**src/rtl/fetch_pair.sv**
```systemverilog
// Dual-issue fetch stage with IF/ID pair register. A pair fetched at PCF issues
// whole, or is split so that only slot 1 issues and slot 2's word is refetched.
module fetch_pair #(
  parameter logic [31:0] RESET_PC  = 32'h0000_0000,
  parameter logic [31:0] NOP_INSTR = 32'h0000_0013
) (
  input  logic        clk,
  input  logic        rst,
  input  logic        StallF,
  input  logic        StallD,
  input  logic        FlushD,
  input  logic        PCSrcE,
  input  logic [31:0] PCTargetE,
  output logic [31:0] PCF,
  input  logic [31:0] InstrF1,
  input  logic [31:0] InstrF2,
  output logic [31:0] InstrD1,
  output logic [31:0] InstrD2,
  output logic [31:0] PCD1,
  output logic [31:0] PCD2,
  output logic [31:0] PCPlus4D1,
  output logic [31:0] PCPlus4D2,
  output logic        ValidD1,
  output logic        ValidD2,
  output logic [31:0] PairCount,
  output logic [31:0] SplitCount
);

  localparam logic [6:0] OP_R     = 7'b0110011;
  localparam logic [6:0] OP_I     = 7'b0010011;
  localparam logic [6:0] OP_LOAD  = 7'b0000011;
  localparam logic [6:0] OP_STORE = 7'b0100011;
  localparam logic [6:0] OP_LUI   = 7'b0110111;
  localparam logic [6:0] OP_AUIPC = 7'b0010111;
  localparam logic [6:0] OP_BR    = 7'b1100011;
  localparam logic [6:0] OP_JAL   = 7'b1101111;
  localparam logic [6:0] OP_JALR  = 7'b1100111;

  // ---------------- intra-pair hazard check ----------------
  logic [6:0] op1, op2;
  logic [4:0] rd1, rs1_2, rs2_2;
  logic       is_ctl1, wr1, raw, mem1, mem2, split;

  assign op1   = InstrF1[6:0];
  assign rd1   = InstrF1[11:7];
  assign op2   = InstrF2[6:0];
  assign rs1_2 = InstrF2[19:15];
  assign rs2_2 = InstrF2[24:20];

  always_comb begin
    is_ctl1 = (op1 == OP_BR) || (op1 == OP_JAL) || (op1 == OP_JALR);
    wr1     = (op1 == OP_R)   || (op1 == OP_I)     || (op1 == OP_LOAD) ||
              (op1 == OP_LUI) || (op1 == OP_AUIPC) || (op1 == OP_JAL)  ||
              (op1 == OP_JALR);
    // rs2 is compared even when F2 has no rs2 field; a false split only costs a cycle
    raw     = wr1 && (rd1 != 5'd0) && ((rd1 == rs1_2) || (rd1 == rs2_2));
    mem1    = (op1 == OP_LOAD) || (op1 == OP_STORE);
    mem2    = (op2 == OP_LOAD) || (op2 == OP_STORE);
    split   = is_ctl1 || raw || (mem1 && mem2);
  end

  logic unused_instr_bits;
  assign unused_instr_bits = ^{InstrF1[31:12], InstrF2[31:25], InstrF2[14:7]};

  // ---------------- PC register ----------------
  logic [31:0] pcf_q, pcf_d;

  always_comb begin
    pcf_d = pcf_q;
    if (PCSrcE)      pcf_d = PCTargetE;
    else if (StallF) pcf_d = pcf_q;
    else if (split)  pcf_d = pcf_q + 32'd4;
    else             pcf_d = pcf_q + 32'd8;
  end

  always_ff @(posedge clk) begin
    if (rst) pcf_q <= RESET_PC;
    else     pcf_q <= pcf_d;
  end

  assign PCF = pcf_q;

  // ---------------- IF/ID pair register ----------------
  logic [1:0][31:0] instr_q, pc_q, pc4_q;
  logic [1:0]       valid_q;
  logic [31:0]      pair_cnt_q, split_cnt_q;
  logic             kill, load;

  assign kill = FlushD || PCSrcE;
  assign load = !kill && !StallD;

  always_ff @(posedge clk) begin
    if (rst) begin
      instr_q <= {NOP_INSTR, NOP_INSTR};
      pc_q    <= '0;
      pc4_q   <= '0;
      valid_q <= 2'b00;
    end else if (kill) begin
      // PC fields are held; they mean nothing while the slot is invalid
      instr_q <= {NOP_INSTR, NOP_INSTR};
      valid_q <= 2'b00;
    end else if (load) begin
      instr_q[0] <= InstrF1;
      pc_q[0]    <= pcf_q;
      pc4_q[0]   <= pcf_q + 32'd4;
      valid_q[0] <= 1'b1;
      instr_q[1] <= split ? NOP_INSTR : InstrF2;
      pc_q[1]    <= pcf_q + 32'd4;
      pc4_q[1]   <= pcf_q + 32'd8;
      valid_q[1] <= !split;
    end
  end

  // ---------------- issue statistics (saturating) ----------------
  always_ff @(posedge clk) begin
    if (rst) begin
      pair_cnt_q  <= '0;
      split_cnt_q <= '0;
    end else if (load) begin
      if (split) begin
        if (split_cnt_q != 32'hFFFF_FFFF) split_cnt_q <= split_cnt_q + 32'd1;
      end else begin
        if (pair_cnt_q != 32'hFFFF_FFFF) pair_cnt_q <= pair_cnt_q + 32'd1;
      end
    end
  end

  assign InstrD1    = instr_q[0];
  assign InstrD2    = instr_q[1];
  assign PCD1       = pc_q[0];
  assign PCD2       = pc_q[1];
  assign PCPlus4D1  = pc4_q[0];
  assign PCPlus4D2  = pc4_q[1];
  assign ValidD1    = valid_q[0];
  assign ValidD2    = valid_q[1];
  assign PairCount  = pair_cnt_q;
  assign SplitCount = split_cnt_q;

endmodule

```
**config.mk**
```make
export PLATFORM = sky130hd
export DESIGN_NAME = fetch_pair
export DESIGN_NICKNAME = d
export VERILOG_FILES = /design/src/rtl/fetch_pair.sv
export SDC_FILE = /design/constraint.sdc
export NUM_CORES = 1
export LEC_CHECK = 0
export CORE_MARGIN = 1
export CORE_UTILIZATION = 50
export CTS_CLUSTER_SIZE = 28
export DETAILED_ROUTE_END_ITERATION = 10
export HOLD_SLACK_MARGIN = 0.08
export PLACE_DENSITY = 0.87
export RECOVER_POWER = 100
export SLEW_MARGIN = 5
export SYNTH_ARGS = -nofsm -noshare
export SYNTH_HDL_FRONTEND = slang
export SYNTH_SLANG_ARGS = --single-unit
export TNS_END_PERCENT = 5
```
**constraint.sdc**
```tcl
create_clock -name clk -period 4.69 [get_ports clk]
set_input_delay 0.938 -clock clk [delete_from_list [all_inputs] [get_ports clk]]
set_output_delay 0.938 -clock clk [all_outputs]
set_load 0.05 [all_outputs]
```
* After elaboration in Yosys (flattened, before gate mapping)
Cells that the tools add are included.
Word-level totals: input bits 102, bits in registers 258, output and inout bits 290
Cells by class: muxes and demuxes 4, $add $sub $neg 4, equal/unequal tests 16, bitwise logic cells 2, reductions and logical operators 26
Operators by type and width (number):
- two-way mux 32 bit | 4
- adder 32 x 1 -> 32 bit (second input constant) | 2
- inequality test 32 bit (second input constant) | 2
- adder 32 x 3 -> 32 bit (second input constant) | 1
- adder 32 x 4 -> 32 bit (second input constant) | 1
- == test 7 x 6 -> 1 bit (second input constant) | 4
- == test 7 bit (second input constant) | 3
- == test 7 x 2 -> 1 bit (second input constant) | 2
- == test 7 x 5 -> 1 bit (second input constant) | 2
- logical OR 1 bit | 14
- == test 5 bit | 2
- AND reduction 3 bit | 2
- nonzero test 5 bit | 1
- logical AND 1 bit | 4
- zero test 1 bit | 3
- inequality test 2 x 1 -> 1 bit (second input constant) | 1
- NOT 1 bit | 2
- AND reduction 2 bit | 1
- OR reduction 2 bit | 1

* Logic depth before layout (Yosys ltp)
Gate-level depths: netlist of run 1.
word-level depth 14, gate-level depth with buffers 10

* Worst setup path before layout of run 1
Ideal clock, no wire load.
kind input to register, from input port InstrF1[8], to register pair_cnt_q[12] (netlist: PairCount[12]), arrival 3.003 ns, data required time 4.567 ns, buffers on the path 0, setup slack 1.563 ns, stages 7, cells stage by stage or4_1 -> o211ai_2 -> inv_2 -> a221oi_4 -> or4b_1 -> nor2_1 -> mux2_1
On the way: word-level cells in the longest chain between the ends 7, elaborated cells between the ends (all ways) 10, classes of those cells 2 x eq/ne; 1 x bitwise; 7 x reduce/logical
RTL lines:
- start: declaration | RTL line 15 | input logic [31:0] InstrF1,
- == test 5 bit / nonzero test 5 bit (equally long branches) | RTL line 56 | raw = wr1 && (rd1 != 5'd0) && ((rd1 == rs1_2) || (rd1 == rs2_2));
- logical OR 1 bit / logical AND 1 bit (equally long branches) | RTL line 56
- logical AND 1 bit (*) | RTL line 56
- logical OR 1 bit (*) (2 in a row) | RTL line 59 | split = is_ctl1 || raw || (mem1 && mem2);
- NOT 1 bit (no source line) (*)
- AND reduction 3 bit (no source line) (*)
- end signal: assignment | RTL line 123 | if (pair_cnt_q != 32'hFFFF_FFFF) pair_cnt_q <= pair_cnt_q + 32'd1;
- end: declaration | RTL line 86 | logic [31:0] pair_cnt_q, split_cnt_q;
Mark *: on every way between the ends. The rest lies on a longest branch, timed or not. A chain may end at the register's enable or synchronous reset.

* Worst setup path after layout of run 1
from input port InstrF2[2], to register split_cnt_q[1] (netlist: SplitCount[1])
On the way: word-level cells in the longest chain between the ends 5, elaborated cells between the ends (all ways) 6, classes of those cells 2 x eq/ne; 4 x reduce/logical
RTL lines:
- start: declaration | RTL line 16 | input logic [31:0] InstrF2,
- == test 7 x 2 -> 1 bit / == test 7 x 6 -> 1 bit (equally long branches) | RTL line 58 | mem2 = (op2 == OP_LOAD) || (op2 == OP_STORE);
- logical OR 1 bit (*) | RTL line 58
- logical AND 1 bit (*) | RTL line 59
- logical OR 1 bit (*) | RTL line 59
- AND reduction 3 bit (no source line) (*)
- end signal: assignment | RTL line 121 | if (split_cnt_q != 32'hFFFF_FFFF) split_cnt_q <= split_cnt_q + 32'd1;
- end: declaration | RTL line 86
Marks and branches as above.

==> results.yml, run 1 <==
outcome:
  run_status: "finished, violations left"
  failed_checks: "capacitance limit, slew limit"
global_routing:
  gr-usage-all-layers: 0.318
  grt_antenna_before_repair: 1
  grt_pass1_wl_um: 61100
  gr-total-overflow: 0
  first_global_vias: 11000
  grt_max_degree: 103
logic_synthesis:
  synth-seq-cells: 253
  yosys.area.top_type: "dfxtp_1"
  part_of_the_yosys_area_used_for_sequential_elements: 0.433
  synth-warning-count: 0
  synth_top_cell_area_share: 0.433
  synth_fp_nets: 1504
  ys_dominant_reg_cell: "dfxtp_1"
  synthArstFlopShare: 0
  netlist_top_cells_area: "dfxtp_1, nand2_1, nor2_1"
  number_of_different_library_cells_in_the_post_synthesis_netlist: 59
  syn_inst: 1398
  syn-mean-instance-area_um2: 8.37
  synth_edf_count: 0
  synth.cell_area_mm2: 0.0117
clock_network:
  htree_num_levels: 1
  clock_path_buffers: 3
  numClockSinks: 253
  clock_tree_from_tritoncts: "yes"
  clk_transition_reported_paths_ns: 0.06
  worst_skew_pair.late_latency_ns: 0.54
  postCtsHoldBufs: 0
  cts_repair_resize_count: 0
  root_buffer: "clkbuf_16"
  cts_post_setup_buffers_inserted: 0
  cts_inserted_buffers: 28
placed_design:
  port_buffers: 391
  finalWeightedCongestion: 0.895
  placed_area_mm2: 0.0155
  pre_cts_ws_ns: 0.389
  place_hpwl_um: 27600
finish:
  final_area_mm2: 0.0164
  share_of_layout_cells_above_drive_strength_1: 0.0581
  layout-area-overhead-vs-synth_pct: 40.3
  nets: 1790
  layout.cells.most_common_list: "dlygate4sd3_1, dfxtp_1, nand2_1"
  layout_commonest_cell: "dlygate4sd3_1"
  fillerInstances: 1735
route:
  dr.first_iter.drc_count: 951
  vias_per_cell: 5.73
  routed-via-count: 11600
  post_route_antenna_net_violation_count: 0
  wl_um: 39100
  drt-wirelength-per-cell_um: 19.4
  drc_violations_left: 0
  drt_pre_antenna_iters: 5
worst_setup_path:
  critPathMaxStageDelay_ns: 0.79
  critPathBufInv: 2
  type_of_destination_of_the_critical_path: "register"
  timing.rr.start: "PCF[4]"
  worst-setup-path-type: "primary input to register"
  r2r_setup_slack_ns: 0.69
  worst_r2r_path_depth: 7
  worst_path_dominant_cell_family: "simple AND/OR/NAND/NOR gates"
  worst-endpoint-required_ns: 5.08
  critical_path.max_fanout: 18
  regToRegEndpoint: "PCF[29]"
  worstPathCellList: "clkdlybuf4s50_1 > or4_1 > o41ai_2 > and2_0 > a21o_1 > clkbuf_1 > and3_1 > mux2i_1 > nor2_1"
  critPathLaunchType: "primary input"
  crit_arrival_ns: 4.57
  critical-path-slowest-cell: "clkbuf_1"
timing:
  tightestPinTransition_ns: 2.11
  timing.final.setup_violations: 0
  fin_tns_setup_ns: 0
  worst_slew_margin_rel: -0.407
  whs_ns: 0.446
  fmaxAchievable_mhz: 239
  setup_repair_after_global_routing_missed_its_margin: "false"
  timing.final.hold_violations: 0
  final.period_utilization: 0.891
  timing.final.crit_period_ns: 4.18
  timing.clock.skew_ns: 0.0111
  slew_violations: 173
  layout_setup_ws_ns: 0.513
die:
  dieWidth_um: 155
  cell_row_count: 55
  io_pins: 392
  die-height_um: 155
  initial_utilization: 0.514
  fp.dieArea_mm2: 0.0240
  core-area_mm2: 0.0228
pwr:
  total_leakage_power_nw: 6.47
  vdd.ir_drop.worst_mv: 0.275
  power_per_cell_area_mw_per_mm2: 327
min_path:
  min_delay_worst_endpoint: "InstrD2[14]"
  holdCritPathClass: "register to register"
  hold_depth: 2
  worstHoldStart: "InstrD2[14]"
flow_run:
  cap_viol_max_count: 3
-- flip-flops by register name (all words and copies together) (netlist names) --
name and count:
SplitCount 32, valid_q 2, InstrD2 32, PairCount 32
PCF 32, InstrD1 32, PCD1 32, PCPlus4D1 30
PCPlus4D2 29
-- where the power goes --
group / internal (W) / switching [W] / leakage, nW / total [W]
clock: 0.00147 / 0.000896 / 0.503 / 0.00236
sequential: 0.00221 / 0.0000794 / 2.05 / 0.00228
combinational: 0.000250 / 0.000470 / 3.91 / 0.000719
-- tightest hold or removal path, cell delays in order (launching register included) --
cell and delay [ns]:
dfxtp_1 0.30, nand2_1 0.05, a21oi_1 0.05
-- worst max-delay path by stage --
stage / from / to / depth (start not counted)
6_report: InstrF2[2] / SplitCount[1] / 9
5_1_grt: InstrF2[2] / SplitCount[1] / 9
4_1_cts: InstrF1[8] / PairCount[23] / 8
3_5_place_dp: InstrF2[2] / SplitCount[24] / 8
3_3_place_gp: InstrF1[8] / PairCount[23] / 8
2_1_floorplan: InstrF1[8] / PairCount[12] / 7
-- through the flow --
step                      std cells   util  power (W)
after global placement         1967  0.678    0.00306
after floorplan                1398      -    0.00278
after CTS                      2018  0.723    0.00541
after global routing           2020  0.720    0.00554
after detailed placement       1967  0.678    0.00307
final                          2020  0.720    0.00537
-- synthesized netlist by cell type (30+ instances only) --
cell type  count
xnor2_1       59
nand2_1      165
or3_1         39
buf_4         38
clkbuf_1     106
a211oi_1      49
nor2_1       158
a21oi_1       84
nand3_1       60
dfxtp_1      253
nand4_1       30
xor2_1        37
o21ai_0       37
-- layer usage --
layer / part of all wire / global-route usage
met5: 0 / 0
met4: 0.037 / 0.124
met3: 0.091 / 0.0632
met2: 0.47 / 0.532
met1: 0.40 / 0.402
-- kinds of logic (layout without fill, tap and decap cells) --
group,Yosys count,after routing,share of synthesized area
flops,253,253,0.433
buf+inv,176,483,0.0694
compound gates,287,287,0.174
mux,23,23,0.0203
fa+ha+maj,4,4,0.00428
simple gates,559,559,0.227
other cells,0,2,0
xor+xnor,96,96,0.0719
-- cell type report --
cell class | instances | area (um2) | share of cell area
clock inverter | 11 | 159 | 0.00968
tap | 313 | 392 | 0.0239
timing repair buffer | 411 | 4040 | 0.246
multi-input combinational | 969 | 5820 | 0.355
clock buffer | 40 | 847 | 0.0516
sequential | 253 | 5060 | 0.309
inverter | 21 | 78.8 | 0.00480
antenna | 2 | 5.00 | 0.000305
(Power assumes the default switching activity.)
==> inputs of run 2 (changes only) <==
--- a/config.mk
+++ b/config.mk
@@ -12,8 +12,6 @@
 export HOLD_SLACK_MARGIN = 0.08
 export PLACE_DENSITY = 0.87
 export RECOVER_POWER = 100
-export SLEW_MARGIN = 5
 export SYNTH_ARGS = -nofsm -noshare
 export SYNTH_HDL_FRONTEND = slang
 export SYNTH_SLANG_ARGS = --single-unit
-export TNS_END_PERCENT = 5
==> results of run 2 <==
Final layout, timing and power as in run 1 (identical DEF).
==> inputs of run 3 (changes only) <==
--- a/config.mk
+++ b/config.mk
@@ -5,6 +5,7 @@
 export SDC_FILE = /design/constraint.sdc
 export NUM_CORES = 1
 export LEC_CHECK = 0
+export ABC_CLOCK_PERIOD_IN_PS = 4690
 export CORE_MARGIN = 1
 export CORE_UTILIZATION = 50
 export CTS_CLUSTER_SIZE = 28
==> results of run 3 <==
Final layout, timing and power as in run 1 (identical DEF).
